File: config.mk
export PLATFORM = sky130hd
export DESIGN_NAME = time_counter
export DESIGN_NICKNAME = d
export VERILOG_FILES = /design/src/rtl/time_counter.sv
export SDC_FILE = /design/constraint.sdc
export NUM_CORES = 1
export LEC_CHECK = 0
export BUFFER_PORTS_ARGS = -buffer_cell sky130_fd_sc_hd__buf_2
export CAP_MARGIN = 20
export CORE_MARGIN = 2
export CORE_UTILIZATION = 40
export DETAILED_ROUTE_END_ITERATION = 16
export HOLD_SLACK_MARGIN = 0.1
export SLEW_MARGIN = 15
export SYNTH_ARGS = -nofsm -noshare
export SYNTH_HDL_FRONTEND = slang
export SYNTH_SLANG_ARGS = --single-unit
File: constraint.sdc
create_clock -name i_Clk -period 4.4 [get_ports i_Clk]
set_clock_uncertainty 0.2 [all_clocks]
set_input_delay 0.44 -clock i_Clk [delete_from_list [all_inputs] [get_ports i_Clk]]
set_output_delay 0.44 -clock i_Clk [all_outputs]
set_load 0.01 [all_outputs]
File: src/rtl/time_counter.sv
// rtl/time_counter.sv - BCD 24-hour time-of-day counter with per-second prescaler and per-digit adjust
module time_counter #(
  parameter int CLK_FREQ_HZ = 100000000
) (
  input  logic        i_Clk,
  input  logic        i_Reset,
  input  logic        i_Enable_Count,
  input  logic        i_Seconds_1st_Digit_Inc,
  input  logic        i_Seconds_1st_Digit_Dec,
  input  logic        i_Seconds_2nd_Digit_Inc,
  input  logic        i_Seconds_2nd_Digit_Dec,
  input  logic        i_Minutes_1st_Digit_Inc,
  input  logic        i_Minutes_1st_Digit_Dec,
  input  logic        i_Minutes_2nd_Digit_Inc,
  input  logic        i_Minutes_2nd_Digit_Dec,
  input  logic        i_Hours_1st_Digit_Inc,
  input  logic        i_Hours_1st_Digit_Dec,
  input  logic        i_Hours_2nd_Digit_Inc,
  input  logic        i_Hours_2nd_Digit_Dec,
  output logic [31:0] o_Time,
  output logic        o_Second_Tick,
  output logic        o_Midnight
);

  localparam int PW = (CLK_FREQ_HZ > 2) ? $clog2(CLK_FREQ_HZ) : 1;
  localparam logic [PW-1:0] LAST = PW'(CLK_FREQ_HZ - 1);

  logic [PW-1:0] presc;
  logic [3:0] s1, s2, m1, m2, h1, h2;
  logic [3:0] n_s1, n_s2, n_m1, n_m2, n_h1, n_h2;
  logic [3:0] a_s1, a_s2, a_m1, a_m2, a_h1, a_h2;
  logic [3:0] h1_max;
  logic       cmd_hit, due, at_midnight;

  assign due         = i_Enable_Count && (presc == LAST);
  assign h1_max      = (h2 == 4'd2) ? 4'd3 : 4'd9;
  assign at_midnight = (h2 == 4'd2) && (h1 == 4'd3) && (m2 == 4'd5) && (m1 == 4'd9)
                       && (s2 == 4'd5) && (s1 == 4'd9);

  // Manual adjust: first digit with any command asserted wins; inc+dec together is a no-op.
  always_comb begin
    n_s1 = s1; n_s2 = s2; n_m1 = m1; n_m2 = m2; n_h1 = h1; n_h2 = h2;
    cmd_hit = 1'b1;
    if (i_Seconds_1st_Digit_Inc || i_Seconds_1st_Digit_Dec) begin
      if (i_Seconds_1st_Digit_Inc && !i_Seconds_1st_Digit_Dec)
        n_s1 = (s1 == 4'd9) ? 4'd0 : s1 + 4'd1;
      else if (i_Seconds_1st_Digit_Dec && !i_Seconds_1st_Digit_Inc)
        n_s1 = (s1 == 4'd0) ? 4'd9 : s1 - 4'd1;
    end else if (i_Seconds_2nd_Digit_Inc || i_Seconds_2nd_Digit_Dec) begin
      if (i_Seconds_2nd_Digit_Inc && !i_Seconds_2nd_Digit_Dec)
        n_s2 = (s2 == 4'd5) ? 4'd0 : s2 + 4'd1;
      else if (i_Seconds_2nd_Digit_Dec && !i_Seconds_2nd_Digit_Inc)
        n_s2 = (s2 == 4'd0) ? 4'd5 : s2 - 4'd1;
    end else if (i_Minutes_1st_Digit_Inc || i_Minutes_1st_Digit_Dec) begin
      if (i_Minutes_1st_Digit_Inc && !i_Minutes_1st_Digit_Dec)
        n_m1 = (m1 == 4'd9) ? 4'd0 : m1 + 4'd1;
      else if (i_Minutes_1st_Digit_Dec && !i_Minutes_1st_Digit_Inc)
        n_m1 = (m1 == 4'd0) ? 4'd9 : m1 - 4'd1;
    end else if (i_Minutes_2nd_Digit_Inc || i_Minutes_2nd_Digit_Dec) begin
      if (i_Minutes_2nd_Digit_Inc && !i_Minutes_2nd_Digit_Dec)
        n_m2 = (m2 == 4'd5) ? 4'd0 : m2 + 4'd1;
      else if (i_Minutes_2nd_Digit_Dec && !i_Minutes_2nd_Digit_Inc)
        n_m2 = (m2 == 4'd0) ? 4'd5 : m2 - 4'd1;
    end else if (i_Hours_1st_Digit_Inc || i_Hours_1st_Digit_Dec) begin
      if (i_Hours_1st_Digit_Inc && !i_Hours_1st_Digit_Dec)
        n_h1 = (h1 >= h1_max) ? 4'd0 : h1 + 4'd1;
      else if (i_Hours_1st_Digit_Dec && !i_Hours_1st_Digit_Inc)
        n_h1 = (h1 == 4'd0) ? h1_max : h1 - 4'd1;
    end else if (i_Hours_2nd_Digit_Inc || i_Hours_2nd_Digit_Dec) begin
      if (i_Hours_2nd_Digit_Inc && !i_Hours_2nd_Digit_Dec)
        n_h2 = (h2 >= 4'd2) ? 4'd0 : h2 + 4'd1;
      else if (i_Hours_2nd_Digit_Dec && !i_Hours_2nd_Digit_Inc)
        n_h2 = (h2 == 4'd0) ? 4'd2 : h2 - 4'd1;
      // Moving into the 20s must not leave an illegal 24..29.
      if (n_h2 == 4'd2 && h1 > 4'd3)
        n_h1 = 4'd3;
    end else begin
      cmd_hit = 1'b0;
    end
  end

  // One-second advance with full carry chain.
  always_comb begin
    a_s1 = s1; a_s2 = s2; a_m1 = m1; a_m2 = m2; a_h1 = h1; a_h2 = h2;
    if (s1 != 4'd9) begin
      a_s1 = s1 + 4'd1;
    end else begin
      a_s1 = 4'd0;
      if (s2 != 4'd5) begin
        a_s2 = s2 + 4'd1;
      end else begin
        a_s2 = 4'd0;
        if (m1 != 4'd9) begin
          a_m1 = m1 + 4'd1;
        end else begin
          a_m1 = 4'd0;
          if (m2 != 4'd5) begin
            a_m2 = m2 + 4'd1;
          end else begin
            a_m2 = 4'd0;
            if (h2 == 4'd2 && h1 == 4'd3) begin
              a_h2 = 4'd0;
              a_h1 = 4'd0;
            end else if (h1 == 4'd9) begin
              a_h1 = 4'd0;
              a_h2 = h2 + 4'd1;
            end else begin
              a_h1 = h1 + 4'd1;
            end
          end
        end
      end
    end
  end

  always_ff @(posedge i_Clk) begin
    if (i_Reset) begin
      presc         <= '0;
      s1 <= 4'd0; s2 <= 4'd0; m1 <= 4'd0; m2 <= 4'd0; h1 <= 4'd0; h2 <= 4'd0;
      o_Second_Tick <= 1'b0;
      o_Midnight    <= 1'b0;
    end else begin
      o_Second_Tick <= 1'b0;
      o_Midnight    <= 1'b0;
      if (!i_Enable_Count || presc == LAST)
        presc <= '0;
      else
        presc <= presc + 1'b1;
      if (cmd_hit) begin
        s1 <= n_s1; s2 <= n_s2; m1 <= n_m1; m2 <= n_m2; h1 <= n_h1; h2 <= n_h2;
      end else if (due) begin
        s1 <= a_s1; s2 <= a_s2; m1 <= a_m1; m2 <= a_m2; h1 <= a_h1; h2 <= a_h2;
        o_Second_Tick <= 1'b1;
        o_Midnight    <= at_midnight;
      end
    end
  end

  assign o_Time = {8'h00, h2, h1, m2, m1, s2, s1};

endmodule

==> out/metrics.yaml, run 1 <==
outcome: "complete, no violations"
placed_area_um2: 3940
cts_tree: "built"
antenna_found_initial: 0
critPathMaxFanout: 10
synth_edf_count: 0
yosys_warnings: 0
dp_hpwl_um: 6320
reg2reg_from: "h2[0]"
final.setup.tns_ns: 0
grt_max_degree: 28
cts_hold_buffers: 0
synth_seq_cells: 53
cts-resized-gates: 0
grt_overflow: 0
viasPerCell: 5.57
final_area_um2: 4060
synth_most_common_cell: "nor2_1"
fmax_mhz: 332
clkSinkCount: 53
min_period_ns: 3.02
grt.total_usage_pct: 17.4
worst_path_max_delay_cell: "dfxtp_1"
seq_area_um2: 1060
drive_above_1_share_pct: 16.6
antenna_cells: 0
route.vias.total: 3311
wire_per_inst_um: 14.7
netlist.area_leader.share_pct: 28.2
final_core_util_pct: 44.1
clk_latency_ns: 0.31
rr_endpoint: "h1[3]"
clock_path_buffers: 2
critPathArrivalTime_ns: 3.06
ctsRootBufferMaster: "clkbuf_8"
drt-total-wl_um: 8720
async_flop_share_pct: 0
max_stage_delay_ns: 0.41
cts-htree-levels: 2
yosys.area.top_type: "dfxtp_1"
synth_cell_types: 82
fin_total_pwr_mw: 0.971
die_area_um2: 10200
clk_pin_slew_worst_paths_ns: 0.11
gp_congestion: 0.844
synth_area_um2: 3760
p_leak_nw: 1.55
avgSynthCellArea_um2: 8.16
synth_common_cells: "60 x nor2_1, 53 x dfxtp_1, 26 x nand2_1"
drv_cap: 0
hp-class: "flip-flop to flip-flop"
first_global_vias: 3104
port_buffers: 40
synth_cells: 461
path_common_cell: "ha_1"
drtPass1Iterations: 4
worstSetupPathType: "flip-flop to flip-flop"
synth_flop_cell: "dfxtp_1"
grt_first_pass_wirelength_um: 14700
multi_input_area_um2: 2460
whs_path_depth: 1
start_util_pct: 40.9
finalCritPeriodShare_pct: 68.5
die_w_um: 101
reg2reg_depth: 10
drt_iter0_markers: 151
cp_cell_sequence: "inv_1, ha_1, or3b_4, ha_1, a211o_1, a21oi_1, a32oi_1, o32a_1, or4_1, o21ai_0"
startpoint_type: "flip-flop"
critPathCaptureType: "flip-flop"
ant_nets: 0
setup_violations: 0
ios: 49
core_um2: 9200
worst-r2r-setup-slack_ns: 1.38
rsz0062_at_grt: "false"
syn_to_final_growth_pct: 7.85
min-delay-start: "presc[0]"
synth_area_leaders: "dfxtp_1 28%, nor2_1 6.0%, xnor2_1 5.1%"
tightest_slew_ns: 0.997
die_h_um: 101
whs_ns: 0.279
max_slew_margin_pct: 33.4
nets: 510
num_rows: 35
worstPathRequired_ns: 4.45
post_cts_buffers: 0
drc: 0
cts-buffers-inserted: 5
hold_viol: 0
cp_num_buf_inv: 1
critPathTopFamily: "compound AO/OA/AOI/OAI gates"
yosysSeqAreaShare_pct: 28.2
p_per_area_nw_per_um2: 239
holdPathEnd: "presc[0]"
ir_drop_mv: 0.144
n_fill_cell: 919
slew_violations: 0
## flip-flops by register name, indices dropped and copies added (netlist names)
name and flops:
h1 4, h2 4, m1 4, m2 4, o_Midnight 1, o_Second_Tick 1, presc 27, s1 4
s2 4
## layer usage
layer	part of all wire [%]	GRT usage, %	up-vias
li1	-	-	1699
met1	48	22.9	1558
met2	48	30.6	49
met3	3.2	2.70	5
met4	0.52	2.70	0
met5	0	0	-
## layout by cell type, fill, tap and decap left out, types with 3 or more instances in the layout
| cell | instances |
|---|---|
| a21oi_1 | 12 |
| o31ai_1 | 4 |
| o22ai_1 | 3 |
| and2_1 | 3 |
| clkbuf_8 | 5 |
| nor3b_1 | 6 |
| a311oi_1 | 5 |
| ha_1 | 13 |
| o211ai_1 | 4 |
| nand2b_1 | 7 |
| or3_1 | 4 |
| or2_2 | 4 |
| nor2b_1 | 4 |
| nor2_1 | 60 |
| and4_1 | 7 |
| xnor2_1 | 22 |
| nand2_1 | 26 |
| conb_1 | 8 |
| nand3_1 | 20 |
| dfxtp_1 | 53 |
| nor4_1 | 8 |
| nand4_1 | 10 |
| mux2i_1 | 6 |
| or4_1 | 3 |
| nor3_1 | 6 |
| a21o_1 | 3 |
| buf_2 | 40 |
| o21ai_0 | 16 |
| xor2_1 | 18 |
| inv_1 | 18 |
| and3_1 | 9 |
| a31oi_1 | 10 |
## final cells by class
class                           instances  area share, %
Inverter                               19           1.76
Multi-Input combinational cell        362           60.6
Tap cell                              111           3.42
Sequential cell                        53           26.2
Clock inverter                          3           1.23
Timing Repair Buffer                   41           5.12
Clock buffer                            5           1.70
## report_power, final
part | leakage [nW] | internal [mW] | switching, mW
logic | 1.06 | 0.0454 | 0.0674
registers | 0.428 | 0.487 | 0.0166
clock network | 0.0603 | 0.175 | 0.180
total | 1.55 | 0.707 | 0.264
## worst max path at each step
stage,cells past startpoint,end,from
after floorplan,11,h1[3],h2[0]
after global placement,9,s1[3],i_Hours_1st_Digit_Dec
after detailed placement,8,s1[2],i_Hours_1st_Digit_Dec
after CTS,10,h1[3],h2[0]
after global routing,10,h1[0],h2[0]
final,10,h1[3],h2[0]
## cell families after synthesis
group,count (synthesis),synth area share [%]
and+or+nand+nor,198,29.4
adders and majority gates,13,4.32
buffers and inverters,53,7.12
AOI/OAI and AO/OA,96,19.7
other,1,0.0997
muxes,7,1.90
xor gates and xnor gates,40,9.31
DFF,53,28.2
## metrics by stage
| step | instances | worst slack [ns] |
|---|---|---|
| 2_1_floorplan | 468 | 1.54 |
| 3_5_place_dp | 586 | 1.41 |
| 6_report | 594 | 1.38 |
| 5_1_grt | 594 | 1.19 |
| 4_1_cts | 594 | 1.40 |
| 3_3_place_gp | 586 | 1.49 |
## worst reg2reg max path: stages, from the launching register on
cell     delay (ns)
dfxtp_1        0.41
inv_1          0.15
ha_1           0.19
or3b_4         0.41
ha_1           0.29
a211o_1        0.28
a21oi_1        0.23
a32oi_1        0.16
o32a_1         0.17
or4_1          0.39
o21ai_0        0.08
Note: power is estimated with default switching activity, not from simulation.
==> inputs of run 2 (changes only) <==
==> constraint.sdc (replaced) <==
create_clock -name i_Clk -period 3.1 [get_ports i_Clk]
set_clock_uncertainty 0.2 [all_clocks]
set_input_delay 0.31 -clock i_Clk [delete_from_list [all_inputs] [get_ports i_Clk]]
set_output_delay 0.31 -clock i_Clk [all_outputs]
set_load 0.01 [all_outputs]
==> run 2 against run 1 <==
Sequential cell count is the same. First-iteration DRC count fell by 36%. Critical endpoint unchanged. Critical path type unchanged. Clock power is 23% higher. Non-clock buffer count is 8 higher. Largest cell class unchanged. Core utilization grew 0.42 points.
==> out/metrics.yaml, run 2 (synthesis gave the netlist of run 1 again) <==
worst-r2r-setup-slack_ns: 0.22
p_sw_mw: 0.387
holdPathEnd: "s1[2]"
post_cts_buffers: 0
clock_path_buffers: 2
hold_viol: 0
p_clk_share_pct: 33.1
final.setup.tns_ns: 0
slew_violations: 0
ant_nets: 0
power_frac_comb_pct: 12.6
drc: 0
min-delay-start: "i_Seconds_1st_Digit_Inc"
critPathCaptureType: "flip-flop"
rr_endpoint: "h1[3]"
clk_pin_slew_worst_paths_ns: 0.11
largest_reg_flops: 27
drv_cap: 0
finalCritPeriodShare_pct: 92.8
whs_path_depth: 4
critPathMaxFanout: 4
core_um2: 9200
mostFrequentLayoutCell: "nor2_1"
final_area_um2: 4100
internal-power_mw: 0.929
ctsRootBufferMaster: "clkbuf_8"
nets: 518
clkSinkCount: 53
pre_cts_ws_ns: 0.279
fmax_mhz: 348
placed_area_um2: 4000
num_rows: 35
first_global_vias: 3136
clk_latency_ns: 0.32
route.vias.total: 3382
port_buffers: 40
outcome: "complete, no violations"
cts_tree: "built"
min_period_ns: 2.88
drive_above_1_share_pct: 17.9
max_slew_margin_pct: 65.7
worstSetupPathType: "flip-flop to flip-flop"
final_core_util_pct: 44.5
setup_violations: 0
viasPerCell: 5.62
startpoint_type: "flip-flop"
ios: 49
drt_iter0_markers: 96
power_frac_seq_pct: 54.3
reg2reg_depth: 10
antenna_found_initial: 0
cts_hold_buffers: 0
grt_max_degree: 24
hp-class: "input pin to flip-flop"
grt.total_usage_pct: 17.5
gp_congestion: 0.860
wire_per_inst_um: 14.5
layout_setup_ws_ns: 0.222
seq_area_um2: 1060
rsz0062_at_grt: "false"
drt-total-wl_um: 8720
ir_drop_mv: 0.183
cts-resized-gates: 0
start_util_pct: 40.9
p_per_area_nw_per_um2: 321
drtPass1Iterations: 6
critPathArrivalTime_ns: 2.93
p_leak_nw: 1.58
switching_share_pct: 29.4
grt_first_pass_wirelength_um: 14600
die_h_um: 101
cts-buffers-inserted: 5
top_register: "presc"
multi_input_area_um2: 2460
die_w_um: 101
worstPathRequired_ns: 3.15
n_fill_cell: 952
reg2reg_from: "h2[0]"
dp_hpwl_um: 6380
antenna_cells: 0
tightest_slew_ns: 0.510
final_cell_mix: "60 x nor2_1, 53 x dfxtp_1, 40 x buf_2"
syn_to_final_growth_pct: 8.88
cts-htree-levels: 2
grt_overflow: 0
die_area_um2: 10200
## run 2: through the flow
stage / power (mW) / hold WS, ns / cells
CTS: 1.34 / 0.232 / 602
global route: 1.38 / 0.269 / 602
finish: 1.32 / 0.240 / 602
detailed placement: 0.895 / 0.260 / 594
floorplan: 0.849 / 0.230 / 468
global placement: 0.891 / 0.249 / 594
## run 2: area by class of cell
cell class	count	share of cell area (%)
Clock buffer	5	1.68
Sequential cell	53	25.9
Multi-Input combinational cell	362	60.0
Clock inverter	3	0.703
Inverter	19	1.74
Tap cell	111	3.39
Timing Repair Buffer	49	6.54
## run 2: per-layer routing
metal  vias to the layer above  global-route usage (%)  routed length [um]
li1                       1721                       -                   -
met1                      1579                    22.3                4130
met2                        67                    30.1                4050
met3                        15                    3.68                 394
met4                         0                    4.37                 144
met5                         -                       0                   0
## run 2: worst max path at each step
| stage | startpoint | to | slack [ns] | cells past startpoint |
|---|---|---|---|---|
| after global placement | h2[0] | h1[3] | 0.34 | 10 |
| after floorplan | h2[0] | h1[3] | 0.24 | 11 |
| after CTS | h2[0] | h1[3] | 0.24 | 10 |
| after detailed placement | h2[0] | h1[3] | 0.28 | 10 |
| after global routing | h2[0] | h1[3] | 0.06 | 10 |
| final | h2[0] | h1[3] | 0.22 | 10 |
## run 2: critical path: stages (launching register included)
cell,delay (ns)
dfxtp_1,0.32
inv_1,0.09
ha_1,0.18
or3b_4,0.41
ha_1,0.28
a211o_1,0.30
a21oi_1,0.23
a32oi_1,0.15
o32a_1,0.18
or4_1,0.40
o21ai_0,0.08
## run 2: power by group through the flow
stage | sequential (mW) | combinational [mW] | clock [mW]
floorplan | 0.721 | 0.127 | 0
global placement | 0.729 | 0.162 | 0
detailed placement | 0.730 | 0.165 | 0
CTS | 0.714 | 0.166 | 0.455
global route | 0.718 | 0.185 | 0.480
finish | 0.714 | 0.166 | 0.436
